--- src/rtl/bloom_counter_rmw_if.sv ---
// Interfaces for bloom_counter_rmw: the command/response channel and the
// SRAM arbiter read/write port pair.
interface bloom_cmd_if #(
    parameter int ADDR_W = 19
);
    logic              cmd_valid;
    logic              cmd_ready;
    logic [1:0]        cmd_op;
    logic [ADDR_W-1:0] cmd_addr;
    logic [3:0]        cmd_slot;
    logic              rsp_vld;
    logic [3:0]        rsp_count;
    logic              rsp_err;

    modport master (
        output cmd_valid, cmd_op, cmd_addr, cmd_slot,
        input  cmd_ready, rsp_vld, rsp_count, rsp_err
    );
    modport slave (
        input  cmd_valid, cmd_op, cmd_addr, cmd_slot,
        output cmd_ready, rsp_vld, rsp_count, rsp_err
    );
endinterface

interface sram_port_if #(
    parameter int ADDR_W = 19,
    parameter int DATA_W = 36
);
    logic              rd_req;
    logic [ADDR_W-1:0] rd_addr;
    logic              rd_ack;
    logic              rd_vld;
    logic [DATA_W-1:0] rd_data;
    logic              wr_req;
    logic [ADDR_W-1:0] wr_addr;
    logic [DATA_W-1:0] wr_data;
    logic              wr_ack;

    modport master (
        output rd_req, rd_addr, wr_req, wr_addr, wr_data,
        input  rd_ack, rd_vld, rd_data, wr_ack
    );
    modport slave (
        input  rd_req, rd_addr, wr_req, wr_addr, wr_data,
        output rd_ack, rd_vld, rd_data, wr_ack
    );
endinterface

--- src/rtl/bloom_counter_rmw.sv ---
// Counting-Bloom-filter read-modify-write client: nine 4-bit counters per SRAM
// word, commands queued in a 4-deep FIFO, one SRAM access outstanding at a time.
module bloom_counter_rmw #(
    parameter int SRAM_ADDR_WIDTH = 19,
    parameter int SRAM_DATA_WIDTH = 36,
    parameter int RD_TIMEOUT      = 8
) (
    input  logic        clk,
    input  logic        reset_n,
    bloom_cmd_if.slave  cmd,
    sram_port_if.master sram
);
    localparam int TMR_W = $clog2(RD_TIMEOUT + 1);

    typedef enum logic [1:0] {OP_INC, OP_DEC, OP_READ, OP_CLEAR} op_e;

    typedef enum logic [2:0] {
        S_IDLE, S_RD_REQ, S_RD_ACK, S_RD_DATA, S_WR_REQ, S_WR_ACK, S_DONE, S_ERR
    } state_e;

    typedef struct packed {
        op_e                        op;
        logic [SRAM_ADDR_WIDTH-1:0] addr;
        logic [3:0]                 slot;
    } entry_t;

    state_e                     state_q, state_d;
    op_e                        op_q, op_d;
    logic [SRAM_ADDR_WIDTH-1:0] addr_q, addr_d;
    logic [3:0]                 slot_q, slot_d;
    logic [SRAM_DATA_WIDTH-1:0] word_q, word_d;
    logic [3:0]                 old_q, old_d;
    logic [TMR_W-1:0]           timer_q, timer_d;

    entry_t     fifo_mem_q [4];
    entry_t     push_entry, head;
    logic [1:0] wr_ptr_q, wr_ptr_d, rd_ptr_q, rd_ptr_d;
    logic [2:0] count_q, count_d;
    logic       push, pop, full, empty;

    assign full  = (count_q == 3'd4);
    assign empty = (count_q == 3'd0);
    assign pop   = (state_q == S_IDLE) && !empty;
    // A pop in the same cycle frees a slot, so a full FIFO can still accept.
    assign cmd.cmd_ready = !full || pop;
    assign push  = cmd.cmd_valid && cmd.cmd_ready;
    assign head  = fifo_mem_q[rd_ptr_q];

    // NOTE: every variable written in always_comb gets a default first, so no latch is inferred.
    always_comb begin
        push_entry = '{op: op_e'(cmd.cmd_op), addr: cmd.cmd_addr, slot: cmd.cmd_slot};
        wr_ptr_d   = wr_ptr_q + {1'b0, push};
        rd_ptr_d   = rd_ptr_q + {1'b0, pop};
        count_d    = count_q + {2'b00, push} - {2'b00, pop};
    end

    // NOTE: FIFO storage has no reset; only the pointers and count need one.
    always_ff @(posedge clk) begin
        if (push) fifo_mem_q[wr_ptr_q] <= push_entry;
    end

    logic [5:0] slot_lsb;
    logic [3:0] old_cnt, new_cnt;
    logic       rd_req, wr_req, rsp_vld, rsp_err;
    logic [3:0] rsp_count;

    always_comb begin
        state_d   = state_q;
        op_d      = op_q;
        addr_d    = addr_q;
        slot_d    = slot_q;
        word_d    = word_q;
        old_d     = old_q;
        timer_d   = timer_q;
        rd_req    = 1'b0;
        wr_req    = 1'b0;
        rsp_vld   = 1'b0;
        rsp_err   = 1'b0;
        rsp_count = 4'd0;

        slot_lsb = (slot_q > 4'd8) ? 6'd0 : {slot_q, 2'b00};
        old_cnt  = sram.rd_data[slot_lsb +: 4];
        new_cnt  = old_cnt;
        if (op_q == OP_INC && old_cnt != 4'hF) new_cnt = old_cnt + 4'd1;
        if (op_q == OP_DEC && old_cnt != 4'h0) new_cnt = old_cnt - 4'd1;

        unique case (state_q)
            S_IDLE: begin
                if (pop) begin
                    op_d   = head.op;
                    addr_d = head.addr;
                    slot_d = head.slot;
                    word_d = '0;
                    old_d  = 4'd0;
                    if (head.slot > 4'd8)         state_d = S_ERR;
                    else if (head.op == OP_CLEAR) state_d = S_WR_REQ;
                    else                          state_d = S_RD_REQ;
                end
            end
            S_RD_REQ: begin
                rd_req  = 1'b1;
                state_d = S_RD_ACK;
            end
            S_RD_ACK: begin
                if (sram.rd_ack) begin
                    state_d = S_RD_DATA;
                    timer_d = '0;
                end else begin
                    state_d = S_RD_REQ;
                end
            end
            S_RD_DATA: begin
                if (sram.rd_vld) begin
                    old_d                  = old_cnt;
                    word_d                 = sram.rd_data;
                    word_d[slot_lsb +: 4]  = new_cnt;
                    // READ and saturated INC/DEC leave the counter unchanged: skip the write.
                    state_d = (new_cnt == old_cnt) ? S_DONE : S_WR_REQ;
                end else if (timer_q == TMR_W'(RD_TIMEOUT - 1)) begin
                    state_d = S_ERR;
                end else begin
                    timer_d = timer_q + 1'b1;
                end
            end
            S_WR_REQ: begin
                wr_req  = 1'b1;
                state_d = S_WR_ACK;
            end
            S_WR_ACK: begin
                state_d = sram.wr_ack ? S_DONE : S_WR_REQ;
            end
            S_DONE: begin
                rsp_vld   = 1'b1;
                rsp_count = old_q;
                state_d   = S_IDLE;
            end
            S_ERR: begin
                rsp_vld = 1'b1;
                rsp_err = 1'b1;
                state_d = S_IDLE;
            end
            default: state_d = S_IDLE;
        endcase
    end

    // NOTE: sequential state uses non-blocking assignments only.
    always_ff @(posedge clk or negedge reset_n) begin
        if (!reset_n) begin
            state_q  <= S_IDLE;
            op_q     <= OP_INC;
            addr_q   <= '0;
            slot_q   <= '0;
            word_q   <= '0;
            old_q    <= '0;
            timer_q  <= '0;
            wr_ptr_q <= '0;
            rd_ptr_q <= '0;
            count_q  <= '0;
        end else begin
            state_q  <= state_d;
            op_q     <= op_d;
            addr_q   <= addr_d;
            slot_q   <= slot_d;
            word_q   <= word_d;
            old_q    <= old_d;
            timer_q  <= timer_d;
            wr_ptr_q <= wr_ptr_d;
            rd_ptr_q <= rd_ptr_d;
            count_q  <= count_d;
        end
    end

    assign sram.rd_req    = rd_req;
    assign sram.rd_addr   = addr_q;
    assign sram.wr_req    = wr_req;
    assign sram.wr_addr   = addr_q;
    assign sram.wr_data   = word_q;
    assign cmd.rsp_vld    = rsp_vld;
    assign cmd.rsp_err    = rsp_err;
    assign cmd.rsp_count  = rsp_count;
endmodule

--- src/flat_wrapper.sv ---
// flat-port wrapper written by rule: the top's interface ports become plain ports
module bloom_counter_rmw_flat 
#(
    parameter int SRAM_ADDR_WIDTH = 19,
    parameter int SRAM_DATA_WIDTH = 36,
    parameter int RD_TIMEOUT      = 8
)
  (clk, reset_n, cmd_cmd_valid, cmd_cmd_op, cmd_cmd_addr, cmd_cmd_slot, cmd_cmd_ready, cmd_rsp_vld, cmd_rsp_count, cmd_rsp_err, sram_rd_req, sram_rd_addr, sram_wr_req, sram_wr_addr, sram_wr_data, sram_rd_ack, sram_rd_vld, sram_rd_data, sram_wr_ack);
  bloom_cmd_if #(.ADDR_W((19))) cmd_i ();
  sram_port_if #(.ADDR_W((19)), .DATA_W((36))) sram_i ();
  input  logic clk;
  input  logic reset_n;
  input wire logic [$bits(cmd_i.cmd_valid)-1:0] cmd_cmd_valid;
  input wire logic [$bits(cmd_i.cmd_op)-1:0] cmd_cmd_op;
  input wire logic [$bits(cmd_i.cmd_addr)-1:0] cmd_cmd_addr;
  input wire logic [$bits(cmd_i.cmd_slot)-1:0] cmd_cmd_slot;
  output wire logic [$bits(cmd_i.cmd_ready)-1:0] cmd_cmd_ready;
  output wire logic [$bits(cmd_i.rsp_vld)-1:0] cmd_rsp_vld;
  output wire logic [$bits(cmd_i.rsp_count)-1:0] cmd_rsp_count;
  output wire logic [$bits(cmd_i.rsp_err)-1:0] cmd_rsp_err;
  output wire logic [$bits(sram_i.rd_req)-1:0] sram_rd_req;
  output wire logic [$bits(sram_i.rd_addr)-1:0] sram_rd_addr;
  output wire logic [$bits(sram_i.wr_req)-1:0] sram_wr_req;
  output wire logic [$bits(sram_i.wr_addr)-1:0] sram_wr_addr;
  output wire logic [$bits(sram_i.wr_data)-1:0] sram_wr_data;
  input wire logic [$bits(sram_i.rd_ack)-1:0] sram_rd_ack;
  input wire logic [$bits(sram_i.rd_vld)-1:0] sram_rd_vld;
  input wire logic [$bits(sram_i.rd_data)-1:0] sram_rd_data;
  input wire logic [$bits(sram_i.wr_ack)-1:0] sram_wr_ack;
  assign cmd_i.cmd_valid = cmd_cmd_valid;
  assign cmd_i.cmd_op = cmd_cmd_op;
  assign cmd_i.cmd_addr = cmd_cmd_addr;
  assign cmd_i.cmd_slot = cmd_cmd_slot;
  assign cmd_cmd_ready = cmd_i.cmd_ready;
  assign cmd_rsp_vld = cmd_i.rsp_vld;
  assign cmd_rsp_count = cmd_i.rsp_count;
  assign cmd_rsp_err = cmd_i.rsp_err;
  assign sram_rd_req = sram_i.rd_req;
  assign sram_rd_addr = sram_i.rd_addr;
  assign sram_wr_req = sram_i.wr_req;
  assign sram_wr_addr = sram_i.wr_addr;
  assign sram_wr_data = sram_i.wr_data;
  assign sram_i.rd_ack = sram_rd_ack;
  assign sram_i.rd_vld = sram_rd_vld;
  assign sram_i.rd_data = sram_rd_data;
  assign sram_i.wr_ack = sram_wr_ack;
  bloom_counter_rmw #(.SRAM_ADDR_WIDTH(SRAM_ADDR_WIDTH), .SRAM_DATA_WIDTH(SRAM_DATA_WIDTH), .RD_TIMEOUT(RD_TIMEOUT)) u_core (.clk(clk), .reset_n(reset_n), .cmd(cmd_i), .sram(sram_i));
endmodule
--- config.mk ---
export PLATFORM = sky130hd
export DESIGN_NAME = bloom_counter_rmw_flat
export DESIGN_NICKNAME = d
export VERILOG_FILES = /design/src/rtl/bloom_counter_rmw_if.sv /design/src/rtl/bloom_counter_rmw.sv /design/src/flat_wrapper.sv
export SDC_FILE = /design/constraint.sdc
export NUM_CORES = 1
export LEC_CHECK = 0
export BUFFER_PORTS_ARGS = -buffer_cell sky130_fd_sc_hd__buf_4
export CORE_UTILIZATION = 50
export CTS_CLUSTER_SIZE = 30
export DETAILED_ROUTE_END_ITERATION = 12
export PLACE_DENSITY = 0.73
export SETUP_SLACK_MARGIN = 0.4
export SYNTH_ARGS = -nofsm -noshare
export SYNTH_HDL_FRONTEND = slang
export SYNTH_SLANG_ARGS = --single-unit
--- constraint.sdc ---
create_clock -name clk -period 3.1 [get_ports clk]
set_input_delay 0.775 -clock clk [delete_from_list [all_inputs] [get_ports clk]]
set_output_delay 0.775 -clock clk [all_outputs]
set_load 0.05 [all_outputs]
# Word level (Yosys, flattened, before mapping)
# Memory sizes are Yosys's and may differ from the RTL's.
# Cells that the tools add are included.
[op_classes]
add_sub_neg = 8
mul = 0
n_div = 0
n_lt_le_gt_ge = 2
eq_ne = 19
n_shift = 3
mux = 30
n_bitwise = 0
reduce_logical = 18
[ops]
columns = ["operator", "n"]
rows = [
  ["$mux 36", 2],
  ["$pmux 36 s2", 1],
  ["$bwmux 36", 1],
  ["$shift 4x8->36 const A", 1],
  ["$shiftx 36x7->4", 1],
  ["$shiftx 4x8->36", 1],
  ["$mux 4", 8],
  ["$pmux 3 s7", 1],
  ["$pmux 4 s2", 2],
  ["$eq 3x3->1 const B", 5],
  ["$mux 3", 5],
  ["$add 4x1->4 const B", 2],
  ["$gt 4x4->1 const B", 2],
  ["$ne 2x2->1 const B", 4],
  ["$neg 6->8", 1],
  ["$eq 3x2->1 const B", 2],
  ["$logic_not 3->1", 2],
  ["$mux 1", 6],
  ["$mux 2", 3],
  ["$mux 6", 1],
  ["$add 2x1->2", 2],
  ["$eq 4x3->1 const B", 1],
  ["$eq 4x4->1", 1],
  ["$logic_and 1x1->1", 4],
  ["18 further kinds", 21],
]
[totals]
register_bits = 79
latch_bits = 0
ram_bits = 100
romBits = 0
input_bits = 67
output_inout_bits = 83
elab_cells = 91
n_memories = 1
[memory_table]
columns = ["memory", "depth", "word_bits", "rd", "rd_clocked_by_memory_dff", "write_ports", "line_no", "source"]
rows = [
  ["u_core.fifo_mem_q", 4, 25, 1, 0, 1, "bloom_counter_rmw.sv:35", "entry_t fifo_mem_q [4];"],
]

# Logic depth before layout (Yosys ltp)
[logic_depth]
word_depth = 11
mapped_depth = 16
mapped_depth_nobuf = 13

# Least setup slack after synthesis
# No wires, ideal clock.
[synth_path]
path_type = "reg2reg"
startpoint = "register u_core.state_q[1]"
endpoint = "memory u_core.fifo_mem_q[0][0] in the netlist's numbering, enable pin"
setup_ns = 0.444
arrival_ns = 3.274
t_required_ns = 2.656
slack_ns = -0.617
path_stages_with_launch = 5
path_buffers = 0
period_less_slack_ns = 3.717
path_cell_list = "dfrtp_1 -> nor3_1 -> or4b_2 -> and2_0 -> nor3b_1"
[synth_between]
elab_chain_cells = 6
[synth_rtl]
columns = ["item", "line_no", "source"]
rows = [
  ["from (decl)", "bloom_counter_rmw.sv:27", "state_e state_q, state_d;"],
  ["from (signal assigned)", "bloom_counter_rmw.sv:160", "state_q <= state_d;"],
  ["$logic_not 3->1", "bloom_counter_rmw.sv:43", "assign pop = (state_q == S_IDLE) && !empty;"],
  ["$logic_and 1x1->1", "bloom_counter_rmw.sv:43", ""],
  ["$logic_or 1x1->1", "bloom_counter_rmw.sv:45", "assign cmd.cmd_ready = !full || pop;"],
  ["via cmd_cmd_ready", "flat_wrapper.sv:17", "output wire logic [$bits(cmd_i.cmd_ready)-1:0] cmd_cmd_ready;"],
  ["$logic_and 1x1->1", "bloom_counter_rmw.sv:46", "assign push = cmd.cmd_valid && cmd.cmd_ready;"],
  ["$mux 1", "bloom_counter_rmw.sv:59", "if (push) fifo_mem_q[wr_ptr_q] <= push_entry;"],
  ["$mux 1 (not written as such)", "bloom_counter_rmw.sv:59", ""],
  ["to (decl)", "bloom_counter_rmw.sv:35", ""],
]
# The timed path passes the listed nets, and every way through them passes these cells.

# Worst setup path after layout
[layout_path]
startpoint = "register u_core.slot_q[0]"
endpoint = "register u_core.word_q[16], in the netlist u_core.sram.wr_data[16]"
[layout_between]
elab_chain_cells = 11
elab_cells_between_ends = 17
cone_classes = "3 x add/sub; 1 x order compare; 1 x eq/ne; 3 x shift; 6 x mux; 3 x reduce/logical"
[layout_rtl]
columns = ["item", "line_no", "source"]
rows = [
  ["from (decl)", "bloom_counter_rmw.sv:30", "logic [3:0] slot_q, slot_d;"],
  ["from (signal assigned)", "bloom_counter_rmw.sv:163", "slot_q <= slot_d;"],
  ["$gt 4x4->1", "bloom_counter_rmw.sv:81", "slot_lsb = (slot_q > 4'd8) ? 6'd0 : {slot_q, 2'b00};"],
  ["$mux 6 (*)", "bloom_counter_rmw.sv:81", ""],
  ["branches (longest 6 deep; another with $add 4x1->4)", "--", ""],
  ["$bwmux 36 (*)", "bloom_counter_rmw.sv:116", "word_d[slot_lsb +: 4] = new_cnt;"],
  ["$mux 36 (*)", "bloom_counter_rmw.sv:113", "if (sram.rd_vld) begin"],
  ["$pmux 36 s2 (*)", "bloom_counter_rmw.sv:87", "unique case (state_q)"],
  ["to (signal assigned)", "bloom_counter_rmw.sv:164", "word_q <= word_d;"],
  ["to (decl)", "bloom_counter_rmw.sv:31", "logic [SRAM_DATA_WIDTH-1:0] word_q, word_d;"],
]
# Every way passes the cells marked *. The select of a mux whose other input is x is not followed.
# A chain may end at the register's enable or synchronous reset.

==> results.rst <==
.. list-table::
   :header-rows: 1

   * - Metric
     - Value
   * - First-pass GRT wire length
     - 29500 um
   * - Maximum number of pins on one net before global-route repair
     - 46
   * - Via count of the first global-routing pass
     - 5692
   * - Clock Sinks
     - 179
   * - Data required time of the critical path
     - 3.39 ns
   * - Critical path's slowest cell
     - or4b_4
   * - Top cell type's share of synthesized area
     - 36.5%
   * - Via density per instance
     - 5.67
   * - Die boundary width
     - 130 um
   * - Worst clock skew
     - 0.0182 ns
   * - Total I/O pin count
     - 150
   * - Met1 routing resource usage after global routing
     - 29.3%
   * - Primary FF master, synth
     - edfxtp_1
   * - Post-cts hold buffer count
     - 0
   * - Synth Instances
     - 587
   * - Total DRC errors in the routed layout
     - 0
   * - Critical path data arrival time
     - 3.21 ns
   * - WS Path Type
     - flop to flop
   * - Core ar.
     - 0.0159 mm2
   * - Biggest area contributors in the synthesized netlist
     - edfxtp_1, dfrtp_1, mux4_2, mux2_2, mux2i_1
   * - Deepest clock path buffer count
     - 2
   * - Type of the worst min-delay path
     - primary input to async pin
   * - Crit-path max FO
     - 5
   * - Busiest layer in global routing
     - met2
   * - Final-stage net count
     - 839
   * - Yosys top cell by area
     - edfxtp_1
   * - Number of iterations in the first detailed-routing pass
     - 5
   * - Area overhead of the layout relative to synthesis
     - 29.2%
   * - Antenna violations before repair
     - 0
   * - Avg WL per Cell
     - 19.9 um
   * - Final Hold Vio Count
     - 0
   * - Buffers & Inverters on Critical Path
     - 4
   * - Netlist area before placement
     - 0.00822 mm2
   * - Status
     - finished clean
   * - Number of max-slew violations in the final report
     - 0
   * - Period Utilization, post-route
     - 94.1%
   * - Post-detail-place hpwl
     - 13600 um
   * - Post-synth net total
     - 666
   * - Routability congestion estimate
     - 0.871
   * - Crit path launch type
     - flop
   * - Met3 routing resource usage after global routing
     - 5.21%
   * - Register bit total from synthesis
     - 179
   * - Final setup fails
     - 0
   * - Number of H-tree levels
     - 4
   * - Total global routing track utilization
     - 23.7%
   * - Core occupancy in the finished layout
     - 66.6%
   * - Achievable Freq
     - 0.343 GHz
   * - Reg2reg setup slack
     - 0.18 ns
   * - Clk Latency, worst-skew pair
     - 0.44 ns
   * - Post-synthesis async set-or-reset flop share
     - 44.1%
   * - Number of enable flip-flop cells after synthesis
     - 100
   * - Peak per-stage delay on the critical path
     - 0.61 ns
   * - Tmin final
     - 2.92 ns
   * - Grt met2 use
     - 41.0%
   * - YS warnings
     - 0
   * - Root Buffer Master
     - clkbuf_16
   * - Cell occurring most often along the worst timing path
     - buf_4
   * - Antenna diode count
     - 0
   * - Clock input transition at the sequential cells of the worst setup and hold paths
     - 0.07 ns
   * - Cell Chain, Critical Path
     - or4b_4 -> buf_4 -> nor2_4 -> a31oi_4 -> buf_12 -> buf_4 -> o41ai_2 -> a21oi_2 -> xnor2_2 -> buf_4 -> o21ai_0
   * - Drt initial violations
     - 305
   * - Vias post-DR
     - 5612
   * - Starting density of the core
     - 51.6%
   * - Count of distinct cell types in the synthesized netlist
     - 66
   * - Number of nets with antenna violations after routing
     - 0
   * - Synthesized area divided by synthesized cell count
     - 14.0 um2
   * - Number of placement rows
     - 46
   * - I/O Buffers
     - 149
   * - Headroom to the max-slew limit
     - 55.6%
   * - Top cell family by delay on the critical path
     - simple AND/OR/NAND/NOR gates
   * - Area enclosed by the die boundary
     - 0.0170 mm2
   * - Most numerous cell types in the synthesized netlist
     - edfxtp_1, dfrtp_1, nand2_1
   * - Setup repair after global routing missed its margin
     - true
   * - Sequential fraction of the synthesis area
     - 60.6%
   * - Leading cell type by number of instances after synthesis
     - edfxtp_1
   * - Grt total ovfl
     - 0
   * - Worst setup EP type
     - flop
   * - Worst Max-Slew Pin Slew
     - 0.664 ns
   * - Clock tree from TritonCTS
     - yes
   * - Max Cap Violations
     - 0
   * - Clock buffers created by TritonCTS
     - 17
   * - Wire length reported by the detailed router
     - 19700 um
   * - Share of layout cells above drive strength 1
     - 44.6%
   * - Height of the chip
     - 130 um
==> placed cells by master, fill, tap and decap left out, types with 4 or more instances in the layout <==
master and count:
dfrtp_1 75, mux4_2 26, nand2_1 45, a32oi_1 19, o31ai_1 5, nand3_1 6, dfrtp_2 4, nor2b_1 4
nand3b_1 6, edfxtp_1 100, nor2_1 18, a21oi_1 10, o31a_1 4, nor3_1 4, o21ai_0 24, mux2i_1 19
o21ai_1 13, and2_1 6, clkbuf_16 17, a22oi_1 6, buf_4 193, buf_12 4, buf_6 6, inv_6 5
nor2_4 4, o21ai_2 10, o31ai_2 4, nand4_1 4, inv_1 17, mux2_2 23, ha_1 9, xor2_1 5
xnor2_1 4
==> final timing paths <==
| check | start | to | depth (start not counted) |
|---|---|---|---|
| worst max-delay path | u_core.slot_q[0]$_DFFE_PN0P_ | u_core.sram.wr_data[16]$_DFFE_PN0P_ | 11 |
| min in group clk | u_core.old_q[3]$_DFFE_PN0P_ | u_core.old_q[3]$_DFFE_PN0P_ | 2 |
| worst min-delay path | reset_n | u_core.count_q[0]$_DFF_PN0_ | 1 |
| worst max register to register | u_core.slot_q[0]$_DFFE_PN0P_ | u_core.sram.wr_data[16]$_DFFE_PN0P_ | 11 |
| worst min register to register | u_core.old_q[3]$_DFFE_PN0P_ | u_core.old_q[3]$_DFFE_PN0P_ | 2 |
| max in group asynchronous | reset_n | u_core.sram.wr_data[12]$_DFFE_PN0P_ | 2 |
==> metrics by stage <==
| stage | worst slack, ns | hold WS (ns) | setup TNS (ns) | instance area [um2] | cells |
|---|---|---|---|---|---|
| after floorplan | 0.207 | 0.442 | 0 | 8260 | 587 |
| after global placement | 0.0108 | 0.456 | 0 | 9680 | 937 |
| after detailed placement | -0.0802 | 0.465 | -0.455 | 9680 | 937 |
| after CTS | 0.160 | 0.315 | 0 | 10400 | 981 |
| after global routing | 0.0765 | 0.350 | 0 | 10600 | 989 |
| final | 0.183 | 0.313 | 0 | 10600 | 989 |
==> worst register-to-register path, delay by kind of cell, from the launching register on <==
family | cells | cell delay [ns]
xor gates and xnor gates | 1 | 0.31
AOI/OAI and AO/OA | 4 | 0.66
buffers and inverters | 4 | 0.69
and+or+nand+nor | 2 | 0.72
DFF | 1 | 0.41
==> cell families (layout without fill, tap and decap cells) <==
logic type                 after synthesis  after routing  share of synthesized area (%)
AOI/OAI and AO/OA                      119            119                           10.6
xor gates and xnor gates                11             11                           1.35
adders and majority gates               12             12                           1.92
buffers and inverters                   67            253                           4.31
DFF                                    179            179                           60.6
muxes                                   70             70                           12.8
and+or+nand+nor                        129            129                           8.34
==> layer usage <==
layer	part of all wire (%)	wire length, um	up-vias
li1	-	-	2564
met2	51	10000	202
met4	1.8	349	0
met3	5.9	1160	27
met1	42	8200	2819
met5	0	0	-
==> flip-flops by register name (all words and copies together), names as in the netlist <==
register	cells
u_core.fifo_mem_q	100
u_core.timer_q	4
u_core.count_q	3
u_core.slot_q	4
u_core.old_q	4
u_core.rd_ptr_q	2
u_core.state_q	3
u_core.sram.wr_data	36
u_core.op_q	2
u_core.wr_ptr_q	2
u_core.sram.rd_addr	19
==> final cells by class <==
cell class | instances | area, um2
clock buffers | 17 | 425
clock inverters | 15 | 160
fillers | 1105 | 5320
inverters | 18 | 67.6
multi-input cells | 341 | 3120
flip-flops and latches | 179 | 4980
well taps | 216 | 270
repair buffers | 203 | 1600
==> repair_timing <==
action	4_1_cts	5_1_grt
cloned	0	1
setup endpoints to repair	46	79
gates resized for setup	15	30
pin swaps	9	4
setup buffers	12	7
Power is left out: the tool's default activity adds up to more than one toggle a clock period on the data nets, which glitch-free logic cannot reach.
